$ cat src/rtl/ttt_game_ctrl.sv
// Tic-tac-toe game sequencer: owns the X/O board masks, alternates turns,
// enforces a per-turn timeout and reports win/draw with a highlight mask.
module ttt_game_ctrl #(
    parameter int unsigned TURN_CYCLES = 50_000_000,
    localparam int unsigned TW = (TURN_CYCLES == 0) ? 1 : $clog2(TURN_CYCLES + 1)
) (
    input  logic          clk,
    input  logic          rst,
    input  logic          start,
    input  logic          move_valid,
    input  logic [3:0]    move_pos,
    output logic          move_ready,
    output logic          move_err,
    output logic [8:0]    cell_x,
    output logic [8:0]    cell_o,
    output logic          turn_o,
    output logic          game_over,
    output logic [1:0]    winner,
    output logic [8:0]    win_mask,
    output logic [TW-1:0] time_left
);

    typedef enum logic [1:0] {IDLE, TURN, CHECK, DONE} state_t;

    localparam bit          TMO_EN  = (TURN_CYCLES != 0);
    localparam logic [TW-1:0] TL_LOAD = TW'((TURN_CYCLES == 0) ? 0 : TURN_CYCLES - 1);

    // rows, columns, diagonals (bit i = cell i)
    localparam logic [7:0][8:0] LINES = {
        9'h007, 9'h038, 9'h1C0,
        9'h049, 9'h092, 9'h124,
        9'h111, 9'h054
    };

    state_t          state, state_nxt;
    logic [8:0]      cell_x_nxt, cell_o_nxt, win_mask_nxt;
    logic            turn_o_nxt, move_err_nxt;
    logic [1:0]      winner_nxt;
    logic [TW-1:0]   time_left_nxt;

    logic [8:0]      occ;
    logic [15:0]     occ_pad;
    logic            legal, illegal, timeout;
    logic [3:0]      free_idx;
    logic [8:0]      place_bit;
    logic [8:0]      mover, hits;

    assign occ = cell_x | cell_o;
    // positions 9..15 read as permanently occupied, so one lookup covers both illegal cases
    assign occ_pad = {7'h7F, occ};
    assign legal   = move_valid && !occ_pad[move_pos];
    assign illegal = move_valid && occ_pad[move_pos];
    assign timeout = TMO_EN && (time_left == '0);

    always_comb begin
        free_idx = '0;
        for (int unsigned i = 9; i > 0; i--) begin
            if (!occ[i-1]) free_idx = 4'(i - 1);
        end
    end

    assign place_bit = 9'(1) << (legal ? move_pos : free_idx);

    always_comb begin
        mover = turn_o ? cell_o : cell_x;
        hits  = '0;
        for (int unsigned i = 0; i < 8; i++) begin
            if ((mover & LINES[i]) == LINES[i]) hits = hits | LINES[i];
        end
    end

    always_ff @(posedge clk) begin
        if (rst) begin
            state     <= IDLE;
            cell_x    <= '0;
            cell_o    <= '0;
            turn_o    <= 1'b0;
            winner    <= '0;
            win_mask  <= '0;
            time_left <= '0;
            move_err  <= 1'b0;
        end else begin
            state     <= state_nxt;
            cell_x    <= cell_x_nxt;
            cell_o    <= cell_o_nxt;
            turn_o    <= turn_o_nxt;
            winner    <= winner_nxt;
            win_mask  <= win_mask_nxt;
            time_left <= time_left_nxt;
            move_err  <= move_err_nxt;
        end
    end

    always_comb begin
        state_nxt     = state;
        cell_x_nxt    = cell_x;
        cell_o_nxt    = cell_o;
        turn_o_nxt    = turn_o;
        winner_nxt    = winner;
        win_mask_nxt  = win_mask;
        time_left_nxt = time_left;
        move_err_nxt  = 1'b0;
        case (state)
            IDLE, DONE: begin
                if (start) begin
                    state_nxt     = TURN;
                    cell_x_nxt    = '0;
                    cell_o_nxt    = '0;
                    turn_o_nxt    = 1'b0;
                    winner_nxt    = '0;
                    win_mask_nxt  = '0;
                    time_left_nxt = TL_LOAD;
                end
            end
            TURN: begin
                move_err_nxt  = illegal;
                time_left_nxt = (time_left == '0) ? '0 : time_left - TW'(1);
                // a legal move takes priority over a simultaneous timeout
                if (legal || timeout) begin
                    if (turn_o) cell_o_nxt = cell_o | place_bit;
                    else        cell_x_nxt = cell_x | place_bit;
                    state_nxt     = CHECK;
                    time_left_nxt = '0;
                end
            end
            CHECK: begin
                if (hits != '0) begin
                    winner_nxt   = turn_o ? 2'b10 : 2'b01;
                    win_mask_nxt = hits;
                    state_nxt    = DONE;
                end else if (occ == 9'h1FF) begin
                    winner_nxt   = 2'b00;
                    win_mask_nxt = '0;
                    state_nxt    = DONE;
                end else begin
                    turn_o_nxt    = !turn_o;
                    time_left_nxt = TL_LOAD;
                    state_nxt     = TURN;
                end
            end
            default: state_nxt = IDLE;
        endcase
    end

    assign move_ready = (state == TURN);
    assign game_over  = (state == DONE);

endmodule
$ cat config.mk
export PLATFORM = sky130hd
export DESIGN_NAME = ttt_game_ctrl
export DESIGN_NICKNAME = d
export VERILOG_FILES = /design/src/rtl/ttt_game_ctrl.sv
export SDC_FILE = /design/constraint.sdc
export NUM_CORES = 1
export LEC_CHECK = 0
export CORE_MARGIN = 4
export CORE_UTILIZATION = 24
export DETAILED_ROUTE_END_ITERATION = 16
export DONT_BUFFER_PORTS = 1
export GPL_TIMING_DRIVEN = 0
export SLEW_MARGIN = 15
export SYNTH_ARGS = -nofsm -noshare
export SYNTH_HDL_FRONTEND = slang
export SYNTH_SLANG_ARGS = --single-unit
$ cat constraint.sdc
create_clock -name clk -period 5.35 [get_ports clk]
set_input_delay 1.07 -clock clk [delete_from_list [all_inputs] [get_ports clk]]
set_output_delay 1.07 -clock clk [all_outputs]
set_load 0.01 [all_outputs]
# Yosys cells after proc, flatten, opt, wreduce, memory -nomap -nowiden

Cells that the tools add are included.

Add/sub/neg operators: 1
Magnitude comparators: 1
Equality and inequality tests: 19
Shift-type cells: 1
Multiplexer cells: 51
Bitwise logic cells: 4
Reduce and logical (&&, ||, !) cells: 18

Operators by type and width:

| operator                                                   | count |
|---|---|
| 2-to-1 mux 26 bit                                          | 5 |
| 2-to-1 mux 9 bit                                           | 11 |
| case mux 26 bit (3 select lines)                           | 1 |
| case mux 9 bit (2 select lines)                            | 3 |
| 2-to-1 mux 4 bit                                           | 10 |
| bitwise OR 9 bit                                           | 3 |
| zero test 26 bit                                           | 1 |
| subtractor 26 x 1 -> 26 bit, second input constant         | 1 |
| == test 3 bit, second input constant                       | 8 |
| 2-to-1 mux 2 bit                                           | 8 |
| 2-to-1 mux 7 bit                                           | 2 |
| AND reduction 4 bit                                        | 3 |
| == test 9 bit, second input constant                       | 1 |
| nonzero test 9 bit                                         | 1 |
| << shifter 1 x 4 -> 9 bit, first input constant            | 1 |
| 2-to-1 mux 8 bit                                           | 1 |
| != test 2 bit, second input constant                       | 4 |
| 2-to-1 mux 6 bit                                           | 1 |
| case mux 2 bit (3 select lines)                            | 1 |
| AND reduction 3 bit                                        | 2 |
| less-than comparator 4 x 5 -> 1 bit, second input constant | 1 |
| binary-select mux 1 bit (select 4 bit)                     | 1 |
| == test 2 bit, second input constant                       | 2 |
| 2-to-1 mux 1 bit                                           | 4 |
| other kinds (14)                                           | 19 |

Register bits: 59
Bits of input ports: 8
Output and inout port bits: 59

# Depth between registers and ports, before layout

Gate-level depths: netlist (run 1).

Word-level depth: 16
Gate-level depth with buffers: 10
Gate-level depth less buffers: 8

# Worst setup path after synthesis (run 1)

No wires, ideal clock.

Path kind: input port to flip-flop
From: input move_pos[0]
To: register time_left[10]
Arrival time: 2941 ps
Data required time: 5262 ps
Slack: 2321 ps
Stages: 8
Path buffers: 2
Cells stage by stage: buf_4 nor4bb_1 or4_4 a32oi_2 nand3_2 buf_2 or2_1 o32ai_2

Longest elaborated chain between the ends: 7

Ends and longest elaborated chain:

| what                                   | RTL line | text |
|---|---|---|
| start, declared                        | 11       | `input logic [3:0] move_pos,` |
| binary-select mux 1 bit (select 4 bit) | 51       | `assign legal = move_valid && !occ_pad[move_pos];` |
| 2-to-1 mux 1 bit (implied by the code) | 51       |  |
| zero test 1 bit                        | 51       |  |
| logical AND 1 bit                      | 51       |  |
| logical OR 1 bit                       | 119      | `if (legal \|\| timeout) begin` |
| 2-to-1 mux 26 bit                      | 119      |  |
| case mux 26 bit (3 select lines)       | 103      | `case (state)` |
| end signal, assigned                   | 89       | `time_left <= time_left_nxt;` |
| end, declared                          | 20       | `output logic [TW-1:0] time_left` |

Every way passes these cells. The select of a mux whose other input is x is not followed.
A chain may end at the register's enable or synchronous reset.

# Worst setup path after layout (run 1)

From: input move_pos[0]
To: register cell_x[2]

Longest elaborated chain between the ends: 10
Elaborated cells between the ends (all ways): 13
Classes of those cells: 1 x eq/ne; 1 x shift; 6 x mux; 1 x bitwise; 4 x reduce/logical

Ends and longest elaborated chain:

| what                                   | RTL line | text |
|---|---|---|
| binary-select mux 1 bit (select 4 bit) | 51       |  |
| 2-to-1 mux 1 bit (implied by the code) | 51       |  |
| zero test 1 bit                        | 51       |  |
| logical AND 1 bit                      | 51       |  |
| 2-to-1 mux 4 bit                       | 62       | `assign place_bit = 9'(1) << (legal ? move_pos : free_idx);` |
| << shifter 1 x 4 -> 9 bit              | 62       |  |
| bitwise OR 9 bit                       | 121      | `else cell_x_nxt = cell_x \| place_bit;` |
| 2-to-1 mux 9 bit                       | 120      | `if (turn_o) cell_o_nxt = cell_o \| place_bit;` |
| 2-to-1 mux 9 bit                       | 119      |  |
| case mux 9 bit (2 select lines)        | 103      |  |
| end signal, assigned                   | 84       | `cell_x <= cell_x_nxt;` |
| end, declared                          | 14       | `output logic [8:0] cell_x,` |

Parallel ways exist; a longest one is shown, timed or not. The select of a mux whose other input is x is not followed.

==> flow_metrics.py, run 1 <==
metrics = {
    "timing": {
        "slew_headroom": 0.361,
        "timing.hold.ws_ns": 0.540,
        "max_freq_mhz": 332,
        "tightestPinTransition_ns": 0.950,
        "final.period_utilization": 0.563,
        "unrepaired_setup_endpoints_after_global_routing": "false",
        "finalHoldViolCount": 0,
        "setup_viol_count_final": 0,
        "finalWorstSetupSlack_ns": 2.34,
        "finalClockSkew_ns": 0.00630,
        "final_critical_path_required_period_ns": 3.01,
        "final_max_slew_viol_count": 0,
        "tns_ns": 0,
    },
    "yosys": {
        "yosys.area_share.xor_xnor": 0,
        "synth_top_family_by_area": "simple AND/OR/NAND/NOR gates",
        "synth_seq_cells": 59,
        "synth_top_area_cell": "dfxtp_1",
        "synth-seq-area-share": 0.328,
        "synth.area.mux_share": 0.0174,
        "synthesis.nets": 467,
        "synth-compound-area-share": 0.288,
        "synthesis.yosys.warnings": 0,
        "post-synth-top-area-fraction": 0.328,
        "postSynth.topFlopCell": "dfxtp_1",
        "synthAdderAreaFrac": 0.0209,
        "synthesis.area_um2": 3600,
        "yosys.cell_types.count": 66,
        "syn_inst_count": 453,
        "synth-simple-area-share": 0.292,
        "largest_cells_by_area_after_synthesis": "dfxtp_1 33%, a22o_1 5.6%, nor2_1 5.1%, a21oi_1 4.7%, o21ai_0 4.2%",
        "asyncSetResetFlopFracSynth": 0,
        "synth_enable_flop_cells": 0,
        "average_instance_area_after_synthesis_um2": 7.95,
    },
    "cells_and_area": {
        "fill_cells": 1541,
        "area_overhead_of_the_layout_relative_to_synthesis_pct": 14.0,
        "utilization": 0.281,
        "most-common-layout-cells": "59 x dfxtp_1, 49 x nor2_1, 34 x a21oi_1, 30 x nand2_1, 30 x o21ai_0",
        "drive_above_1_share": 0.100,
        "final_std_cells_w_o_fill": 653,
        "finish.net_count": 478,
        "finish.instance_area_um2": 4100,
        "layout.cells.most_common": "dfxtp_1",
        "antenna_cells": 0,
    },
    "critical_path": {
        "r2r_setup_slk_ns": 2.44,
        "setup.worst_path.start_class": "primary input",
        "worstSetupPathType": "in2reg",
        "crit_path_end_kind": "flip-flop",
        "timing.critical_path.required_ns": 5.57,
        "worst_ep_arrival_time_ns": 3.23,
        "cp_max_fo": 10,
    },
    "pwr": {
        "ir_drop_v": 0.000168,
        "power.leakage_nw": 1.43,
        "internal_power_mw": 0.914,
        "power_frac_seq": 0.398,
        "p_comb_frac": 0.211,
        "p_sw_frac": 0.325,
        "switching_power_mw": 0.440,
        "pwr-share-clk": 0.391,
        "power_mw": 1.35,
        "power_density_nw_per_um2": 330,
    },
    "place": {
        "post-dp-hpwl_mm": 8.86,
        "place.detailed.instances": 637,
        "detailedPlace.worstSlack_ns": 2.03,
        "placed_area_um2": 3830,
        "port_buffers": 0,
        "gp_congestion": 0.872,
    },
    "route": {
        "antenna_left": 0,
        "detailedRoute.firstIterationViolations": 385,
        "detail_route.vias_per_cell": 5.58,
        "wirelength_mm": 11.9,
        "remaining_drc_errors": 0,
        "detail_route.wl_per_cell_um": 18.2,
        "first_pass_iters": 10,
        "num_vias": 3645,
    },
    "clocking": {
        "cts_made_buffers": 9,
        "holdBufCountCts": 0,
        "ctsRootBufferMaster": "clkbuf_16",
        "clkLatencyLatePin_ns": 0.33,
        "buffer_levels_on_the_longest_clock_path": 2,
        "post_cts.repair.setup_buffers": 0,
        "clock_tree_from_tritoncts": "done",
        "clk_pin_slew_ns": 0.05,
        "cts_resized": 0,
        "tritoncts_num_sinks": 59,
        "htreeDepth": 3,
    },
    "global_route": {
        "gr-total-overflow": 0,
        "grt_first_pass_wirelength_mm": 18.9,
        "pin_count_of_the_biggest_net_entering_global_routing": 11,
        "grt_use_total": 0.141,
        "number_of_global_route_vias_before_repair": 3480,
        "grt_antenna_before_repair": 0,
    },
    "die": {
        "die_height_um": 130,
        "floorplan.io_pins": 67,
        "floorplan.die_area_um2": 17000,
        "num_rows": 44,
        "placeableCoreArea_um2": 14600,
        "initial_utilization": 0.247,
        "floorplan.die.width_um": 130,
    },
    "min_path": {
        "hold_path_class": "reg2reg",
    },
    "job": {
        "maxCapViolCount": 0,
    },
    "status": {
        "run_status": "finished, final reports clean",
    },
}
==> power groups by stage <==
| stage | clock network (mW) | registers, mW | logic (mW) |
|---|---|---|---|
| 3_5_place_dp | 0 | 0.549 | 0.281 |
| 4_1_cts | 0.540 | 0.540 | 0.283 |
| 6_report | 0.529 | 0.539 | 0.286 |
| 5_1_grt | 0.560 | 0.546 | 0.320 |
| 2_1_floorplan | 0 | 0.528 | 0.218 |
| 3_3_place_gp | 0 | 0.548 | 0.274 |
==> final timing paths <==
kind,cells after the start,from,end
setup / recovery,8,move_pos[0],cell_x[2]
hold / removal,2,winner[0],winner[0]
setup reg to reg,9,cell_o[6],time_left[0]
hold reg to reg,2,winner[0],winner[0]
==> synth_stat cells, drive strengths merged, types with 4 or more instances <==
cell type,n
nor3,14
nor4,10
mux2i,4
a21o,6
ha,6
or2,7
a22o,23
inv,13
o32ai,8
or3,12
nand3,19
clkbuf,15
and2,4
or4,4
o31a,5
a31oi,8
nor2b,5
nand2b,18
a21oi,34
nand2,31
dfxtp,59
o22ai,9
nor2,49
o21ai,33
buf,14
==> metal layers <==
layer / share of wire / wire, µm / GRT usage
met3: 0.11 / 1250 / 0.0573
met2: 0.47 / 5560 / 0.226
met1: 0.41 / 4890 / 0.173
met5: 0 / 0 / 0
met4: 0.015 / 177 / 0.0442
==> worst max-delay path, stage by stage <==
cell,delay (ns)
buf_4,0.15
nor4bb_1,0.13
or4_4,0.59
a32oi_2,0.33
nand2_2,0.22
a21boi_0,0.35
nor2_1,0.17
a22o_1,0.22
==> flip-flops by register name (all words and copies together), names as in the netlist <==
name	flops
win_mask	9
winner	2
cell_x	9
cell_o	9
move_err	1
state	2
time_left	26
turn_o	1
==> final cells by class <==
type                       instances  area [µm²]  area share
buffer                            29         145      0.0354
clock buffer                      14         264      0.0643
clock inverter                     2        10.0     0.00244
inverter                          13        48.8      0.0119
multi-input combinational        352        2220       0.542
sequential                        59        1180       0.288
tap                              184         230      0.0561
==> logic make-up (layout without fill, tap and decap cells) <==
kind of cell	count (synthesis)	count (layout)
and+or+nand+nor	193	193
AOI/OAI and AO/OA	148	148
DFF	59	59
adders and majority gates	6	6
buffers and inverters	42	58
muxes	5	5
Power figures use the tool's default switching activity.
==> run 2, diff against run 1 <==
==> constraint.sdc (replaced) <==
create_clock -name clk -period 2.54 [get_ports clk]
set_input_delay 0.508 -clock clk [delete_from_list [all_inputs] [get_ports clk]]
set_output_delay 0.508 -clock clk [all_outputs]
set_load 0.01 [all_outputs]
==> flow_metrics.py, run 2 (synthesized netlist as in run 1, its figures left out) <==
metrics = {
    "pwr": {
        "power.leakage_nw": 1.49,
        "p_sw_frac": 0.332,
        "switching_power_mw": 0.973,
        "internal_power_mw": 1.96,
        "power_frac_seq": 0.390,
        "power_density_nw_per_um2": 669,
        "p_comb_frac": 0.231,
        "ir_drop_v": 0.000368,
        "pwr-share-clk": 0.380,
    },
    "timing": {
        "finalClockSkew_ns": 0.00433,
        "tightestPinTransition_ns": 0.639,
        "unrepaired_setup_endpoints_after_global_routing": "true",
        "final_critical_path_required_period_ns": 2.54,
        "finalHoldViolCount": 0,
        "max_freq_mhz": 394,
        "final.period_utilization": 1.00,
        "finalWorstSetupSlack_ns": -0.00121,
        "timing.hold.ws_ns": 0.301,
        "final_max_slew_viol_count": 0,
        "slew_headroom": 0.574,
        "setup_viol_count_final": 1,
    },
    "cells_and_area": {
        "number_of_flip_flops_in_the_largest_register": 26,
        "drive_above_1_share": 0.215,
        "most-common-layout-cells": "45 x dfxtp_1, 44 x nor2_1, 30 x a21oi_1, 28 x nand2_1",
        "fill_cells": 1511,
        "finish.net_count": 478,
        "area_overhead_of_the_layout_relative_to_synthesis_pct": 21.8,
        "top_register": "time_left",
        "layout.cells.most_common": "dfxtp_1",
        "antenna_cells": 0,
        "final_std_cells_w_o_fill": 653,
    },
    "place": {
        "gp_congestion": 0.872,
        "port_buffers": 0,
        "place.detailed.instances": 637,
        "post-dp-hpwl_mm": 8.86,
    },
    "route": {
        "wirelength_mm": 12.2,
        "remaining_drc_errors": 0,
        "first_pass_iters": 6,
        "antenna_left": 0,
        "detailedRoute.firstIterationViolations": 419,
        "detail_route.vias_per_cell": 5.70,
        "detail_route.wl_per_cell_um": 18.7,
        "num_vias": 3719,
    },
    "clocking": {
        "clk_pin_slew_ns": 0.05,
        "holdBufCountCts": 0,
        "clkLatencyLatePin_ns": 0.33,
        "buffer_levels_on_the_longest_clock_path": 2,
        "htreeDepth": 3,
        "cts_made_buffers": 9,
        "tritoncts_num_sinks": 59,
        "ctsRootBufferMaster": "clkbuf_16",
        "clock_tree_from_tritoncts": "done",
    },
    "global_route": {
        "grt_use_total": 0.142,
        "pin_count_of_the_biggest_net_entering_global_routing": 11,
        "gr-total-overflow": 0,
        "grt_first_pass_wirelength_mm": 19.0,
        "grt_antenna_before_repair": 0,
        "number_of_global_route_vias_before_repair": 3550,
    },
    "status": {
        "failed_checks": "setup timing",
        "run_status": "finished, violations left",
    },
    "die": {
        "floorplan.io_pins": 67,
        "num_rows": 44,
        "initial_utilization": 0.247,
        "floorplan.die.width_um": 130,
        "die_height_um": 130,
        "floorplan.die_area_um2": 17000,
        "placeableCoreArea_um2": 14600,
    },
    "critical_path": {
        "setup.worst_path.start_class": "flip-flop",
        "slowest_cp_cell": "or4_4",
        "r2r_setup_slk_ns": -0.001,
        "cp_max_fo": 8,
        "critical_path.most_common_cell": "buf_6",
        "timing.critical_path.required_ns": 2.81,
        "worstSetupPathType": "reg2reg",
        "crit_path_end_kind": "flip-flop",
        "worst_path_largest_cell_delay_ns": 0.47,
        "critical_path.cell_chain": "buf_6 -> nand2b_4 -> o22ai_2 -> or3_4 -> nor4_4 -> a31oi_4 -> buf_6 -> or4_4 -> o21ai_2",
        "worst_ep_arrival_time_ns": 2.81,
    },
    "job": {
        "maxCapViolCount": 0,
    },
    "min_path": {
        "hold_path_class": "in2reg",
    },
}
## run 2: critical path: cells and delay by family, from the launching register on
kind                   cells  cell delay (ns)
AND/OR/NAND/NOR            4             1.42
buffers and inverters      2             0.31
AO/OA/AOI/OAI              3             0.36
flip-flops                 1             0.38
## run 2: power by group through the flow
stage,clock network (mW),registers (mW),logic [mW]
after floorplan,0,1.11,0.460
after global placement,0,1.15,0.577
after detailed placement,0,1.16,0.592
after CTS,1.14,1.14,0.617
after global routing,1.18,1.16,0.744
final,1.11,1.14,0.676
## run 2: through the flow
| step | cell area [µm²] | setup slack, ns | utilization | setup TNS (ns) | total power [mW] |
|---|---|---|---|---|---|
| final | 4390 | -0.00121 | 0.301 | -0.00121 | 2.93 |
| after global routing | 4390 | -0.0707 | 0.301 | -0.228 | 3.08 |
| after CTS | 4210 | -0.00888 | 0.288 | -0.0112 | 2.89 |
| after detailed placement | 3830 | -0.302 | 0.263 | -9.32 | 1.75 |
| after global placement | 3830 | -0.281 | 0.263 | -6.84 | 1.73 |
| after floorplan | 3600 | 0.0731 | - | 0 | 1.57 |
## run 2: what timing repair did
| item | CTS | global route |
|---|---|---|
| pin swaps | 2 | 10 |
| setup endpoints to repair | 46 | 49 |
| hold endpoints to repair | 0 | 0 |
| buffers inserted | 3 | 0 |
| gates resized for setup | 29 | 63 |
## run 2: path summary, 6_finish.rpt
check | start | endpoint | cells after the start
max | turn_o | time_left[11] | 9
min | move_valid | move_err | 2
max reg2reg | turn_o | time_left[11] | 9
min reg2reg | winner[0] | winner[0] | 2
## run 2: area by class of cell
cell class	count	area, µm²	share of cell area
plain buffers	26	171	0.0391
clock buffers	14	264	0.0602
clock inverters	2	10.0	0.00228
inverters	13	48.8	0.0111
multi-input cells	352	2420	0.552
flip-flops and latches	59	1210	0.277
well taps	184	230	0.0525
repair buffers	3	26.3	0.00599
## run 2: per-layer routing
| metal | up-vias | wire, µm | GRT usage |
|---|---|---|---|
| li1 | 1719 | - | - |
| met1 | 1818 | 5040 | 0.171 |
| met2 | 162 | 5770 | 0.232 |
| met3 | 20 | 1220 | 0.0585 |
| met4 | 0 | 208 | 0.0472 |
| met5 | - | 0 | 0 |
==> run 3, diff against run 2 <==
--- a/config.mk
+++ b/config.mk
@@ -8,7 +8,6 @@
 export CORE_MARGIN = 4
 export CORE_UTILIZATION = 24
 export DETAILED_ROUTE_END_ITERATION = 16
-export DONT_BUFFER_PORTS = 1
 export GPL_TIMING_DRIVEN = 0
 export SLEW_MARGIN = 15
 export SYNTH_ARGS = -nofsm -noshare
==> flow_metrics.py, run 3 (synthesized netlist as in run 1, its figures left out) <==
metrics = {
    "status": {
        "run_status": "finished, final reports clean",
    },
    "cells_and_area": {
        "drive_above_1_share": 0.171,
        "finish.net_count": 546,
        "fill_cells": 1494,
        "antenna_cells": 0,
        "layout.cells.most_common": "clkdlybuf4s50_1",
        "top_register": "time_left",
        "most-common-layout-cells": "62 x clkdlybuf4s50_1, 47 x nor2_1, 46 x dfxtp_1, 32 x a21oi_1, 28 x nand2_1",
        "area_overhead_of_the_layout_relative_to_synthesis_pct": 38.6,
        "number_of_flip_flops_in_the_largest_register": 26,
    },
    "route": {
        "detail_route.vias_per_cell": 5.47,
        "antenna_left": 0,
        "remaining_drc_errors": 0,
        "wirelength_mm": 12.4,
        "detail_route.wl_per_cell_um": 17.2,
        "first_pass_iters": 8,
        "num_vias": 3944,
        "detailedRoute.firstIterationViolations": 368,
    },
    "clocking": {
        "clkLatencyLatePin_ns": 0.34,
        "tritoncts_num_sinks": 59,
        "cts_made_buffers": 9,
        "ctsRootBufferMaster": "clkbuf_16",
        "htreeDepth": 3,
        "clk_pin_slew_ns": 0.05,
        "buffer_levels_on_the_longest_clock_path": 2,
        "clock_tree_from_tritoncts": "done",
    },
    "timing": {
        "setup_viol_count_final": 0,
        "final_critical_path_required_period_ns": 2.47,
        "finalClockSkew_ns": 0.00595,
        "tightestPinTransition_ns": 0.767,
        "slew_headroom": 0.484,
        "tns_ns": 0,
        "finalWorstSetupSlack_ns": 0.0736,
        "final_max_slew_viol_count": 0,
        "final.period_utilization": 0.971,
        "finalHoldViolCount": 0,
        "max_freq_mhz": 405,
    },
    "global_route": {
        "grt_antenna_before_repair": 0,
        "gr-total-overflow": 0,
        "pin_count_of_the_biggest_net_entering_global_routing": 11,
        "number_of_global_route_vias_before_repair": 3750,
        "grt_first_pass_wirelength_mm": 19.0,
        "grt_use_total": 0.142,
    },
    "die": {
        "placeableCoreArea_um2": 14600,
        "die_height_um": 130,
        "floorplan.io_pins": 67,
        "floorplan.die.width_um": 130,
        "num_rows": 44,
        "initial_utilization": 0.247,
        "floorplan.die_area_um2": 17000,
    },
    "pwr": {
        "power_density_nw_per_um2": 622,
        "ir_drop_v": 0.000333,
        "power.leakage_nw": 1.73,
    },
    "min_path": {
        "hold_path_class": "reg2reg",
    },
    "place": {
        "port_buffers": 63,
        "post-dp-hpwl_mm": 8.93,
        "detailedPlace.worstSlack_ns": -0.315,
        "gp_congestion": 0.903,
    },
    "critical_path": {
        "timing.critical_path.required_ns": 2.79,
        "cp_max_fo": 10,
        "worst_ep_arrival_time_ns": 2.72,
        "crit_path_end_kind": "flip-flop",
        "setup.worst_path.start_class": "flip-flop",
        "worstSetupPathType": "reg2reg",
    },
    "job": {
        "maxCapViolCount": 0,
    },
}
-- run 3: changes by cell type in the layout (fill, tap and decap cells not counted), moves of 3 or more --
cell,previous run,this run
buf_4,7,10
o21ai_0,23,26
nor2_1,44,47
clkdlybuf4s50_1,0,62
dfxtp_4,6,0
dfxtp_2,8,13
-- run 3: timing repair --
item / 4_1_cts / 5_1_grt
buffers inserted: 4 / 3
pin swaps: 2 / 7
endpoints found under the setup margin: 45 / 49
gates resized for setup: 13 / 45
hold buffers: 0 / 0
gates cloned: 0 / 1
-- run 3: worst paths after layout --
path	startpoint	to	slack, ns	depth (start not counted)
setup / recovery	cell_o[6]	time_left[10]	0.07	8
hold / removal	win_mask[1]	win_mask[1]	0.47	1
setup reg to reg	cell_o[6]	time_left[10]	0.07	8
hold reg to reg	win_mask[1]	win_mask[1]	0.47	1
-- run 3: power by group --
group / switching, mW / leakage [nW] / internal, mW
Sequential: 0.101 / 0.489 / 0.999
Combinational: 0.467 / 1.10 / 0.353
Clock: 0.417 / 0.146 / 0.764
-- run 3: area by class of cell --
class	instances	area (µm²)	share of cell area
Clock buffer	15	288	0.0577
Inverter	13	48.8	0.00978
Timing Repair Buffer	70	689	0.138
Buffer	26	161	0.0323
Multi-Input combinational cell	353	2370	0.475
Tap cell	184	230	0.0461
Sequential cell	59	1200	0.240
Clock inverter	1	5.00	0.00100
-- run 3: per-stage QoR --
stage                     hold slack (ns)  power, mW  utilization  instances  cell area (µm²)
after floorplan                     0.483       1.57            -        453             3600
after global routing                0.509       3.25        0.342        721             4990
after CTS                           0.478       3.08        0.331        719             4820
final                               0.472       3.10        0.342        721             4990
after global placement              0.466       1.86        0.306        700             4460
after detailed placement            0.467       1.87        0.306        700             4460
-- run 3: worst max-delay path: stages, from the launching register on --
cell and delay [ns]:
dfxtp_1 0.32, clkbuf_4 0.21, nor4b_1 0.07, or4_4 0.52
a32oi_4 0.33, nand3_2 0.16, buf_2 0.23, or2_1 0.30
o32ai_2 0.25
-- run 3: metal layers --
layer / GRT usage / share of wire / up-vias
met3: 0.0427 / 0.075 / 28
met5: 0 / 0 / -
li1: - / - / 1859
met1: 0.188 / 0.45 / 1898
met4: 0.0423 / 0.017 / 0
met2: 0.223 / 0.46 / 159
==> RTL change 1 (flow settings as in run 1) <==
`TURN_CYCLES`: 50_000_000 -> 100_000_000.
--- a/src/rtl/ttt_game_ctrl.sv
+++ b/src/rtl/ttt_game_ctrl.sv
@@ -3,3 +3,3 @@
 module ttt_game_ctrl #(
-    parameter int unsigned TURN_CYCLES = 50_000_000,
+    parameter int unsigned TURN_CYCLES = 100_000_000,
     localparam int unsigned TW = (TURN_CYCLES == 0) ? 1 : $clog2(TURN_CYCLES + 1)
Ports: changed (resized time_left); port bits go from 67 to 68. The function was not compared with the original's and may differ.
==> RTL change 1 against run 1 <==
- design area is 3.9% lower
- routed wire length is 1.5% lower
- sequential cell count is 1 higher
- synthesized area is 5.7% lower
- synthesized cell count is 7.3% lower
- power is 3.9% higher
- critical path depth is 1 lower
- fmax is 6.8% lower
- worst setup slack worse by 0.22 ns
==> RTL change 1: results (changes against run 1) <==
CTS
  – H-Tree Depth: 3 (unchanged)
  – Worst-skew pair later-pin latency: 0.34 ns
  – Setup bufs post-CTS: 0 (unchanged)
  – Root buffer cell: clkbuf_16
  – Post-cts sizing count: 0 (unchanged)
  – Worst-case clock buffer depth: 2 (unchanged)
  – Clk slew on worst S/H paths: 0.05 ns (about the same)
  – CTS buffer count: 9 (unchanged)

Global route
  – Pin count of the biggest net entering global routing: 11 (unchanged)
  – M1 GR Usage: 17.9% (+0.59 points)
  – Vias in the first global route: 3270 (-6.0%)
  – GR Util All Layers: 14.2% (+0.16 points)
  – Initial antenna violation count: 0 (unchanged)
  – Met2 global-route usage: 22.9% (+0.31 points)
  – First-pass GRT wire length: 18200 µm (-3.7%)
  – M3 GR Usage: 5.18% (-0.55 points)

Power and ir drop
  – Pwr/cell area: 357 mW/mm² (+8.1%)
  – Maximum VDD drop: 0.201 mV (+19%)
  – Leakage: 1.31 nW (-7.8%)

Worst hold path
  – Worst hold path type: reg2reg

Synthesis
  – Post-synth top cells: dfxtp_1, nor2_1, a21oi_1
  – Yosys cell types: 54 (-18%)
  – Syn. warnings: 0 (unchanged)
  – Async S/R FF share, synth: 0% (unchanged)
  – Syn_nets: 433 (-7.3%)
  – Area contributors post-synth: dfxtp_1, nor2_1, a21oi_1, a22o_1, nor3_1
  – Sequential fraction of the synthesis area: 35.4% (+2.6 points)
  – Ys flop type: dfxtp_1

Detailed routing
  – Avg WL per Cell: 19.0 µm (+4.4%)
  – 1st-iter DRT viols: 410 (+6.5%)
  – Via count: 3498 (-4.0%)
  – Iteration count of the initial detailed-routing pass: 5 (-5)

Placed design
  – Port bufs: 0 (unchanged)
  – HPWL after DPL: 8500 µm (-4.1%)
  – GPL Wtd Cong: 0.868 (-0.41%)

Outcome
  – Status: complete, no violations

Critical path
  – Worst-path maximum fanout: 10 (unchanged)
  – Worst EP arrival: 3.47 ns (+0.24 ns)

Layout
  – Largest register FFs: 27 (+3.8%)
  – Layout cell share with drive strength beyond 1: 9.63% (-0.39 points)
  – Largest Register: time_left
  – Fin nets: 444 (-7.1%)
  – Total inserted antenna cells: 0 (unchanged)
  – Most common cell after layout, fill and taps aside: dfxtp_1
  – Fillers: 1500 (-2.7%)

Timing
  – Slew @ Worst Pin: 0.848 ns (-0.102 ns)
  – Worst clock skew: 0.0123 ns (+0.00600 ns)
-- RTL change 1: area by class of cell --
type	instances	area share [%]
multi-input combinational	325	51.7
sequential	60	30.5
clock buffer	13	7.11
tap	180	5.71
buffer	25	2.98
clock inverter	3	1.08
inverter	10	0.952
-- RTL change 1: report_power, final --
| group | total [W] | switching (W) | internal (W) |
|---|---|---|---|
| sequential | 0.000539 | 0.0000609 | 0.000478 |
| clock | 0.000621 | 0.000210 | 0.000410 |
| combinational | 0.000247 | 0.000160 | 0.0000864 |
-- RTL change 1: routing by layer --
layer  share of wire, %  vias to the layer above
met3                 11                       16
li1                   -                     1632
met5                  0                        -
met1                 41                     1665
met2                 47                      185
met4                1.3                        0
-- RTL change 1: final timing paths --
kind | startpoint | end | slack, ns | cells after the start
max reg2reg | cell_o[5] | time_left[0] | 2.15 | 8
min | win_mask[6] | win_mask[6] | 0.52 | 1
max | move_pos[0] | time_left[0] | 2.12 | 7
min reg2reg | win_mask[6] | win_mask[6] | 0.52 | 1
-- RTL change 1: kinds of logic (layout without fill, tap and decap cells) --
family,Yosys count,in the layout,share of synthesized area (%)
compound gates,142,142,29.9
fa+ha+maj,5,5,1.84
buf+inv,35,51,4.57
flops,60,60,35.4
mux,6,6,2.51
simple gates,172,172,25.8
-- RTL change 1: metrics by stage --
step | utilization, % | worst slack, ns | std cells | cell area, µm² | hold slack, ns
final | 28.4 | 2.12 | 616 | 3940 | 0.520
after global routing | 28.4 | 1.83 | 616 | 3940 | 0.535
after CTS | 28.4 | 2.15 | 616 | 3940 | 0.524
after detailed placement | 26.1 | 1.84 | 600 | 3620 | 0.515
after global placement | 26.1 | 1.89 | 600 | 3620 | 0.519
after floorplan | - | 2.40 | 420 | 3390 | 0.491
-- RTL change 1: worst max-delay path, cell delays in order --
cell      delay [ns]
mux4_2          0.48
mux2i_1         0.25
o21bai_1        0.24
clkbuf_1        0.32
nor2_1          0.67
a21oi_1         0.17
a211oi_1        0.26
==> RTL change 2 (settings of run 1) <==
Made on the original files. Make the reset (`rst`) asynchronous in one clocked block.
--- a/src/rtl/ttt_game_ctrl.sv
+++ b/src/rtl/ttt_game_ctrl.sv
@@ -71,3 +71,3 @@
 
-    always_ff @(posedge clk) begin
+    always_ff @(posedge clk or posedge rst) begin
         if (rst) begin
Formal check against the unedited RTL: differs if rst is asserted again (counterexample within 4 cycles, from zero or initial values and one cycle with rst high); with rst held inactive, the same outputs for 4 cycles.
==> RTL change 2 against run 1 <==
- critical path depth up 2
- via count is 5.6% lower
- routed wire length fell by 3.4%
- design area is 0.70% higher
- first-iteration DRC count is 4.9% lower
- largest cell class unchanged
- register-to-register slack worse by 0.04 ns
- utilization grew 0.091 points
- sequential share of layout area is 6.9 points higher
- sequential cell count did not move
- worst setup slack gained 0.023 ns
- synthesized area rose by 0.73%
- clock skew grew 0.00075 ns
Power is not compared: it rests on default switching activity, and its combinational part moved more than twofold at a synthesized area within 25%.
==> RTL change 2: results (changes against run 1) <==
Global route
  – Pin count of the biggest net entering global routing: 60 (+49)
  – Vias in the first global route: 3310 (-4.9%)
  – First-pass GRT wire length: 18200 µm (-3.7%)
  – Initial antenna violation count: 0 (unchanged)

Detailed routing
  – Drt total wl: 11500 µm (-3.4%)
  – Iteration count of the initial detailed-routing pass: 5 (-5)
  – Via count: 3440 (-5.6%)
  – 1st-iter DRT viols: 366 (-4.9%)

Synthesis
  – Post-synth top cells: dfrtp_1, o21ai_0, nor2_1
  – Mux share of post-synthesis cell area: 5.73% (+4.0 points)
  – Ys flop type: dfrtp_1
  – Post-Synth XOR/XNOR Area: 0% (unchanged)
  – Syn_nets: 436 (-6.6%)
  – Adder and majority gate portion of the synthesized area: 2.07% (-0.015 points)
  – Compound-Gate Fraction of Synth Area: 23.3% (-5.5 points)
  – Async S/R FF share, synth: 100% (+100 points)
  – Yosys cell types: 60 (-9.1%)
  – Sequential fraction of the synthesis area: 40.7% (+7.9 points)
  – Area contributors post-synth: dfrtp_1, o21ai_0, nor2_1, nand2_1, a22o_1

Layout
  – Fin nets: 447 (-6.5%)
  – Fillers: 1544 (+0.19%)
  – Layout cell share with drive strength beyond 1: 9.82% (-0.20 points)

Timing
  – Worst clock skew: 0.00705 ns (+0.000749 ns)

CTS
  – Setup bufs post-CTS: 0 (unchanged)
  – H-Tree Depth: 3 (unchanged)
  – CTS buffer count: 9 (unchanged)
  – Clk slew on worst S/H paths: 0.05 ns (about the same)

Critical path
  – Worst-path maximum fanout: 10 (unchanged)
  – Worst EP arrival: 3.17 ns (-0.06 ns)

Placed design
  – Cell Area, Placed: 0.00386 mm² (+0.75%)
  – Place WS: 2.06 ns (+0.0335 ns)
  – HPWL after DPL: 8460 µm (-4.5%)
  – GPL Wtd Cong: 0.864 (-0.92%)

Outcome
  – Status: complete, no violations
## RTL change 2: worst max-delay path, cell delays in order
cell and delay [ns]:
clkbuf_1 0.17, nor4b_1 0.50, and3_1 0.34, a31oi_2 0.13, nand2_4 0.18, buf_4 0.19, buf_2 0.25, nor2_1 0.07
o21ai_0 0.15, o21ai_0 0.11
## RTL change 2: per-layer routing
metal  vias up  share of wire [%]  track usage, %
met1      1685                 42            17.3
met5         -                  0               0
met3         5                 11            6.30
met4         0               0.18            2.30
li1       1582                  -               -
met2       168                 47            21.8
## RTL change 2: layout make-up
| cell class | count | area share [%] |
|---|---|---|
| multi-input combinational | 332 | 48.8 |
| sequential | 59 | 35.7 |
| clock buffer | 14 | 6.39 |
| tap | 184 | 5.57 |
| buffer | 17 | 1.94 |
| inverter | 14 | 1.33 |
| clock inverter | 2 | 0.242 |
## RTL change 2: final timing paths
check                                 to  cells past startpoint  slack (ns)          from
max in group asynchronous      cell_x[1]                      1        4.11           rst
hold / removal               win_mask[1]                      2        0.57   win_mask[1]
hold reg to reg              win_mask[1]                      2        0.57   win_mask[1]
min in group asynchronous       state[0]                      1        0.75           rst
setup reg to reg           time_left[16]                      9        2.40  time_left[0]
setup / recovery           time_left[17]                     10        2.36   move_pos[1]
## RTL change 2: through the flow
stage | util (%) | cells
finish | 28.2 | 622
global route | 28.2 | 622
CTS | 28.2 | 622
detailed placement | 26.4 | 606
global placement | 26.3 | 606
floorplan | - | 422
## RTL change 2: logic make-up after synthesis
logic type | after synthesis
AND/OR/NAND/NOR | 177
AO/OA/AOI/OAI | 132
flip-flops | 59
buffers and inverters | 31
multiplexers | 17
adder cells (fa/ha/maj) | 6
## RTL change 2: report_power, final
group	leakage, nW	switching (W)	internal, W
clock	0.137	0.000191	0.000337
sequential	0.749	0.000233	0.000550
combinational	0.710	0.000461	0.000262
